--- src/rtl/j1_io_responder.sv ---
// j1_io_responder: J1 memory-mapped I/O target with GPIO, FIFO-fed 8N1 UART TX and optional cycle counter.
// Define J1IO_CYCLE_COUNTER_EN to add the 64-bit cycle counter at 0x3000/0x3004.
module j1_io_responder #(
    parameter int CLKS_PER_BIT = 868,
    parameter int FIFO_LOG2 = 4
) (
    input  logic        clk,
    input  logic        resetq,
    input  logic        io_rd,
    input  logic        io_wr,
    input  logic [15:0] io_addr,
    input  logic [31:0] io_dout,
    output logic [31:0] io_din,
    input  logic [7:0]  gpio_in,
    output logic [7:0]  gpio_out,
    output logic        uart_tx
);
    localparam int DEPTH = 1 << FIFO_LOG2;
    localparam int LW = FIFO_LOG2 + 1;
    localparam int BW = $clog2(CLKS_PER_BIT);

    typedef enum logic [1:0] {IDLE, START, DATA, STOP} state_t;

    logic sel_gpo, sel_gpi, sel_data, sel_stat, sel_clo, sel_chi;
    assign sel_gpo  = io_addr == 16'h1000;
    assign sel_gpi  = io_addr == 16'h1004;
    assign sel_data = io_addr == 16'h2000;
    assign sel_stat = io_addr == 16'h2004;
    assign sel_clo  = io_addr == 16'h3000;
    assign sel_chi  = io_addr == 16'h3004;

    logic unused_ok;
    assign unused_ok = ^io_dout[31:8];

    logic [7:0] sync1, sync2;
    always_ff @(posedge clk or negedge resetq) begin
        if (!resetq) begin
            gpio_out <= '0;
            sync1    <= '0;
            sync2    <= '0;
        end else begin
            sync1 <= gpio_in;
            sync2 <= sync1;
            if (io_wr && sel_gpo)
                gpio_out <= io_dout[7:0];
        end
    end

    logic [7:0]           mem [DEPTH];
    logic [FIFO_LOG2-1:0] wp, rp;
    logic [LW-1:0]        level;
    logic                 ovf, full, empty, push_req, push, pop;
    state_t               state, state_nx;

    assign full     = level == LW'(DEPTH);
    assign empty    = level == '0;
    assign push_req = io_wr && sel_data;
    assign push     = push_req && !full;
    assign pop      = state == IDLE && !empty;

    // A push against a full FIFO is dropped even when the shifter pops on the same edge.
    always_ff @(posedge clk or negedge resetq) begin
        if (!resetq) begin
            wp    <= '0;
            rp    <= '0;
            level <= '0;
            ovf   <= 1'b0;
        end else begin
            if (push)
                wp <= wp + 1'b1;
            if (pop)
                rp <= rp + 1'b1;
            if (push && !pop)
                level <= level + 1'b1;
            else if (pop && !push)
                level <= level - 1'b1;
            if (io_wr && sel_stat)
                ovf <= 1'b0;
            else if (push_req && full)
                ovf <= 1'b1;
        end
    end

    always_ff @(posedge clk) begin
        if (push)
            mem[wp] <= io_dout[7:0];
    end

    logic [7:0]    shift, shift_nx;
    logic [2:0]    bit_cnt, bit_nx;
    logic [BW-1:0] baud, baud_nx;
    logic          baud_done, tx_nx;

    assign baud_done = baud == BW'(CLKS_PER_BIT - 1);

    always_comb begin
        state_nx = state;
        shift_nx = shift;
        bit_nx   = bit_cnt;
        baud_nx  = baud_done ? '0 : baud + 1'b1;
        case (state)
            IDLE: begin
                baud_nx = '0;
                if (!empty) begin
                    state_nx = START;
                    shift_nx = mem[rp];
                    bit_nx   = '0;
                end
            end
            START: state_nx = baud_done ? DATA : START;
            DATA: begin
                if (baud_done) begin
                    shift_nx = shift >> 1;
                    bit_nx   = bit_cnt + 1'b1;
                    state_nx = bit_cnt == 3'd7 ? STOP : DATA;
                end
            end
            STOP: state_nx = baud_done ? IDLE : STOP;
        endcase
        tx_nx = state == START ? 1'b0 : state == DATA ? shift[0] : 1'b1;
    end

    // uart_tx follows the current state one edge later, so a fresh push shows a start bit at N+2.
    always_ff @(posedge clk or negedge resetq) begin
        if (!resetq) begin
            state   <= IDLE;
            shift   <= '0;
            bit_cnt <= '0;
            baud    <= '0;
            uart_tx <= 1'b1;
        end else begin
            state   <= state_nx;
            shift   <= shift_nx;
            bit_cnt <= bit_nx;
            baud    <= baud_nx;
            uart_tx <= tx_nx;
        end
    end

    logic [31:0] cyc_lo, cyc_hi;
`ifdef J1IO_CYCLE_COUNTER_EN
    logic [63:0] count;
    logic [31:0] snap_hi;
    always_ff @(posedge clk or negedge resetq) begin
        if (!resetq) begin
            count   <= '0;
            snap_hi <= '0;
        end else begin
            count <= count + 64'd1;
            if (io_rd && sel_clo)
                snap_hi <= count[63:32];
        end
    end
    assign cyc_lo = count[31:0];
    assign cyc_hi = snap_hi;
`else
    assign cyc_lo = '0;
    assign cyc_hi = '0;
`endif

    logic [31:0] status;
    assign status = {16'h0, 8'(level), 4'h0, ovf, state != IDLE, empty, full};

    assign io_din = !io_rd   ? '0 :
                    sel_gpo  ? {24'h0, gpio_out} :
                    sel_gpi  ? {24'h0, sync2} :
                    sel_stat ? status :
                    sel_clo  ? cyc_lo :
                    sel_chi  ? cyc_hi : '0;
endmodule

--- config.mk ---
export PLATFORM = sky130hd
export DESIGN_NAME = j1_io_responder
export DESIGN_NICKNAME = d
export VERILOG_FILES = /design/src/rtl/j1_io_responder.sv
export SDC_FILE = /design/constraint.sdc
export NUM_CORES = 1
export LEC_CHECK = 0
export ABC_CLOCK_PERIOD_IN_PS = 3000
export BUFFER_PORTS_ARGS = -buffer_cell sky130_fd_sc_hd__buf_2
export CAP_MARGIN = 10
export CORE_ASPECT_RATIO = 1.4
export CORE_MARGIN = 1
export CORE_UTILIZATION = 45
export DETAILED_ROUTE_END_ITERATION = 10
export PLACE_DENSITY_LB_ADDON = 0.12
export SLEW_MARGIN = 20
export SYNTH_ARGS = -nofsm -noshare
export SYNTH_HDL_FRONTEND = slang
export SYNTH_SLANG_ARGS = --single-unit
--- constraint.sdc ---
create_clock -name clk -period 3 [get_ports clk]
set_input_delay 0.15 -clock clk [delete_from_list [all_inputs] [get_ports clk]]
set_output_delay 0.15 -clock clk [all_outputs]
set_load 0.03 [all_outputs]
==> results.yml, run 1 <==
route:
  drt-total-wl_um: 15600
  antenna_left: 0
  viasPerCell: 5.13
  drt_iter0_markers: 236
  dr_total_vias: 4337
  drcViolationCount: 0
  wire_per_inst_um: 18.5
  drt_first_pass_iters: 4
pwr:
  switching_power_mw: 1.19
  ir_drop_v: 0.000356
  p_int_mw: 4.05
  p_clk_frac: 0.439
  switching_share: 0.228
  combPwrFrac: 0.024
  p_seq_frac: 0.537
  pwr_density_cell_nw_per_um2: 567
  p_leak_nw: 3.49
  p_total_mw: 5.24
floorplan:
  die_w_um: 114
  ios: 101
  placementRows: 57
  die_h_um: 159
  start_util: 0.458
  core_region_area_um2: 17300
  die_area_um2: 18100
logic_synthesis:
  muxShareOfSynthArea: 0.115
  yosysTopAreaCellShare: 0.486
  synth-seq-cells: 190
  syn_avg_cell_area_um2: 15.6
  synth_area_um2: 7900
  synth_edf_count: 128
  synth_top_family_by_area: "multiplexers"
  ys.warnings.count: 0
  synth_compound_area_frac: 0.0451
  synth-simple-area-share: 0.0796
  synth_top_cells_by_area: "edfxtp_1 49%, dfrtp_1 19%, mux4_2 7.4%"
  synth_ff_type: "edfxtp_1"
  async_flop_share: 0.326
  synthXorXnorAreaFrac: 0.0211
  yosys.cell_count.top_type: "edfxtp_1"
  synth_seq_area_share: 0.683
  synthDistinctLibCells: 44
  synth_cells: 506
  synthAdderAreaFrac: 0.0215
  synth_top_area_cell: "edfxtp_1"
  synth.top_cells.by_count: "128 x edfxtp_1, 61 x dfrtp_1, 36 x nor2_1, 28 x nand2_1, 26 x mux4_2"
clock_network:
  insertion_delay_ps: 440
  cts_inserted_buffers: 17
  cts_num_sinks: 190
  htree_levels: 4
  path_clk_slew_ps: 80
  clock_path_buffers: 2
  root_buffer: "clkbuf_16"
  tritoncts: "yes"
timing:
  fin_crit_sh: 0.885
  finClkSkew_ps: 13.8
  relSlewSlack: 0.618
  finalWorstSetupSlack_ps: 344
  setup_viol: 0
  hold_slack_ps: 124
  worstMarginPinSlew_ps: 574
  min_period_ps: 2660
  max_freq_mhz: 377
  fin_tns_setup_ps: 0
  rsz0062_at_grt: "false"
  hold_viol: 0
  maxSlewViolCount: 0
worst_setup_path:
  cp_max_fo: 5
  crit_path_end_kind: "flop"
  arrival_ps: 2980
  cp-start-kind: "flop"
  r2r_start: "level[0]"
  critPathKind: "flop to flop"
  required_ps: 3330
  critPathLaunch: "level[0]"
grt:
  grt_usage: 0.187
  antenna_found_initial: 0
  grt_max_degree: 30
  grt_pass1_vias: 4488
  grt_pass1_wl_um: 24600
  grt_overflow: 0
cells_and_area:
  stdcell_count: 846
  drive_gt1_frac: 0.269
  fillers: 1474
  insertedDiodeCount: 0
  final_area_um2: 9250
  finalNetCount: 670
  final_util: 0.536
  area_growth_syn_to_layout_pct: 17.1
place:
  place_inst: 805
  dpl-instance-area_um2: 8550
  dp_slack_ps: 242
  routabilityCongestion: 0.768
  dp_hpwl_um: 10700
  port-buffer-count: 57
worst_hold_path:
  hp-start: "io_dout[7]"
  min_path_type: "input pin to flop"
status:
  status: "finished clean"
run:
  maxCapViolCount: 0
final timing paths:
path | to | slack (ps) | depth (start not counted)
min in group asynchronous | baud[8] | 190 | 2
max | level[4] | 340 | 12
min | mem[9][7] | 120 | 1
min reg2reg | sync2[6] | 350 | 0
max reg2reg | level[4] | 340 | 12
max in group asynchronous | sync2[6] | 2090 | 3
metal layers:
metal,track usage,up-vias,part of all wire
li1,-,2050,-
met1,0.232,2194,0.42
met2,0.318,72,0.53
met3,0.0397,21,0.035
met4,0.0714,0,0.021
met5,0,-,0
power groups by stage:
stage / Clock, mW / Sequential [mW] / Combinational (mW)
after detailed placement: 0 / 2.87 / 0.121
final: 2.30 / 2.81 / 0.127
after global routing: 2.45 / 2.81 / 0.140
after CTS: 2.36 / 2.81 / 0.130
after floorplan: 0 / 2.87 / 0.0622
after global placement: 0 / 2.87 / 0.116
sequential cells by signal, summed over array words and instances, names as in the netlist, 5 cells and up:
register / count
level: 5
sync2: 8
baud: 10
mem: 128
gpio_out: 8
sync1: 8
shift: 8
logic make-up after synthesis:
family,Yosys count
mux,57
flops,190
compound gates,54
simple gates,123
xor+xnor,19
other cells,1
fa+ha+maj,13
buf+inv,49
worst max-delay path, stage by stage, from the launching register on:
cell and delay (ps):
dfrtp_1 460, nor4_1 390, buf_4 200, a21oi_1 80, inv_1 60, ha_1 160
inv_1 100, fa_1 420, a21o_1 180, a21oi_1 170, xnor2_1 130, nor2_1 60
xnor2_1 130
final cells by class:
| cell class | instances | area (um^2) | share of cell area |
|---|---|---|---|
| Sequential cell | 190 | 5400 | 0.584 |
| Multi-Input combinational cell | 285 | 2300 | 0.249 |
| Timing Repair Buffer | 93 | 603 | 0.0652 |
| Clock buffer | 17 | 425 | 0.0460 |
| Tap cell | 236 | 295 | 0.0319 |
| Clock inverter | 15 | 188 | 0.0203 |
| Inverter | 10 | 37.5 | 0.00406 |
what timing repair did:
action,CTS,global route
hold buffers,9,0
setup buffers,0,0
endpoints found under the hold margin,26,0
resized for setup,0,0
cell usage in the layout (no fill, tap or decap), types with 8 or more instances in the layout:
cell type / Yosys / routed
a21o_1: 10 / 10
a21oi_1: 16 / 16
a31oi_1: 9 / 9
buf_2: 6 / 57
buf_4: 19 / 25
clkbuf_16: 0 / 17
conb_1: 1 / 19
dfrtp_1: 61 / 60
dlygate4sd3_1: 0 / 9
edfxtp_1: 128 / 128
ha_1: 12 / 12
inv_1: 10 / 10
mux2_2: 11 / 11
mux2i_1: 20 / 20
mux4_2: 26 / 26
nand2_1: 28 / 28
nand2b_1: 12 / 12
nand4_1: 10 / 10
nor2_1: 36 / 36
nor3_1: 8 / 8
xnor2_1: 14 / 14
(Power assumes the default switching activity.)
==> run 2, diff against run 1 <==
--- a/config.mk
+++ b/config.mk
@@ -10,7 +10,7 @@
 export CAP_MARGIN = 10
 export CORE_ASPECT_RATIO = 1.4
 export CORE_MARGIN = 1
-export CORE_UTILIZATION = 45
+export CORE_UTILIZATION = 39
 export DETAILED_ROUTE_END_ITERATION = 10
 export PLACE_DENSITY_LB_ADDON = 0.12
 export SLEW_MARGIN = 20
==> results.yml, run 2 (synthesis gave the netlist of run 1 again) <==
route:
  wire_per_inst_um: 18.9
  drcViolationCount: 0
  antenna_left: 0
  drt_first_pass_iters: 4
  drt-total-wl_um: 16300
  drt_iter0_markers: 248
  dr_total_vias: 4392
  viasPerCell: 5.10
place:
  dpl-instance-area_um2: 8550
  dp_hpwl_um: 11100
  routabilityCongestion: 0.752
  dp_slack_ps: 234
  port-buffer-count: 57
grt:
  grt_usage: 0.168
  grt_pass1_vias: 4531
  grt_pass1_wl_um: 25400
  grt_overflow: 0
  grt_max_degree: 45
  antenna_found_initial: 0
cells_and_area:
  top_register: "mem"
  drive_gt1_frac: 0.269
  layout_common_cells: "128 x edfxtp_1, 60 x dfrtp_1, 57 x buf_2"
  finalNetCount: 670
  largest_registers: "mem: 128 flops, baud: 10 flops"
  final_area_um2: 9270
  insertedDiodeCount: 0
  regArea_um2: 5400
  fillers: 1750
  final_common_cell: "edfxtp_1"
  multiInputGateArea_um2: 2300
  area_growth_syn_to_layout_pct: 17.3
  largest_reg_flops: 128
worst_hold_path:
  hold_depth: 2
  min_path_type: "input pin to flop"
worst_setup_path:
  arrival_ps: 3010
  cp-start-kind: "flop"
  cp_max_fo: 5
  worstReg2RegEnd: "level[4]"
  rrSetupSlack_ps: 310
  critPathKind: "flop to flop"
  crit_path_end_kind: "flop"
  worstRegToRegCells: 12
  r2r_start: "level[0]"
  critPathLaunch: "level[0]"
  required_ps: 3320
  crit_end: "level[4]"
pwr:
  p_leak_nw: 3.50
  pwr_density_cell_nw_per_um2: 572
  p_int_mw: 4.22
  combPwrFrac: 0.024
  ir_drop_v: 0.000340
  p_total_mw: 5.30
  switching_share: 0.203
  switching_power_mw: 1.08
  p_clk_frac: 0.445
  p_seq_frac: 0.531
floorplan:
  die_w_um: 122
  die_area_um2: 20800
  start_util: 0.398
  core_region_area_um2: 19800
  placementRows: 61
  die_h_um: 170
  ios: 101
timing:
  min_period_ps: 2690
  rsz0062_at_grt: "false"
  fin_crit_sh: 0.896
  relSlewSlack: 0.490
  max_freq_mhz: 372
  finClkSkew_ps: 12.3
  finalWorstSetupSlack_ps: 312
  hold_viol: 0
  setup_viol: 0
  maxSlewViolCount: 0
  worstMarginPinSlew_ps: 765
  fin_tns_setup_ps: 0
clock_network:
  cts_resized: 0
  postCtsHoldBufs: 9
  htree_levels: 4
  path_clk_slew_ps: 70
  cts_num_sinks: 190
  root_buffer: "clkbuf_16"
  cts_inserted_buffers: 17
  tritoncts: "yes"
  insertion_delay_ps: 430
  clock_path_buffers: 2
  cts_setup_buffers: 0
status:
  status: "finished clean"
run:
  maxCapViolCount: 0
## run 2: metal layers
metal	vias to the layer above	GRT usage	wire, um
li1	2042	-	-
met1	2253	0.209	7030
met2	78	0.286	8550
met3	19	0.0308	411
met4	0	0.0657	314
met5	-	0	0
## run 2: worst max-delay path: stages, from the launching register on
cell and delay (ps):
dfrtp_1 460, nor4_1 90, buf_4 150, a21oi_1 120
nor4b_2 310, ha_1 240, inv_1 100, fa_1 410
a21o_1 170, a21oi_1 180, xnor2_1 140, nor2_1 70
xnor2_1 130
## run 2: how the worst min path moves through the flow
stage                       to  startpoint
floorplan              baud[0]      resetq
global route        mem[11][7]  io_dout[7]
global placement       baud[5]      resetq
finish                     ovf  io_addr[2]
detailed placement     baud[5]      resetq
CTS                        ovf  io_addr[2]
## run 2: metrics by stage
stage | utilization | hold slack (ps) | cells
global route | 0.467 | 127 | 862
floorplan | - | -146 | 524
finish | 0.467 | 126 | 862
detailed placement | 0.431 | 119 | 821
global placement | 0.431 | 111 | 821
CTS | 0.467 | 110 | 862
## run 2: power groups by stage
stage | Sequential (mW) | Clock (mW) | Combinational [mW]
floorplan | 2.87 | 0 | 0.0622
global placement | 2.87 | 0 | 0.117
detailed placement | 2.87 | 0 | 0.121
CTS | 2.81 | 2.42 | 0.130
global route | 2.81 | 2.50 | 0.141
finish | 2.81 | 2.36 | 0.128
## run 2: cell type report
cell class,count,share of cell area
multi-input cells,285,0.248
clock inverters,9,0.0128
clock buffers,23,0.0549
well taps,252,0.0340
repair buffers,93,0.0637
flip-flops and latches,190,0.582
inverters,10,0.00405
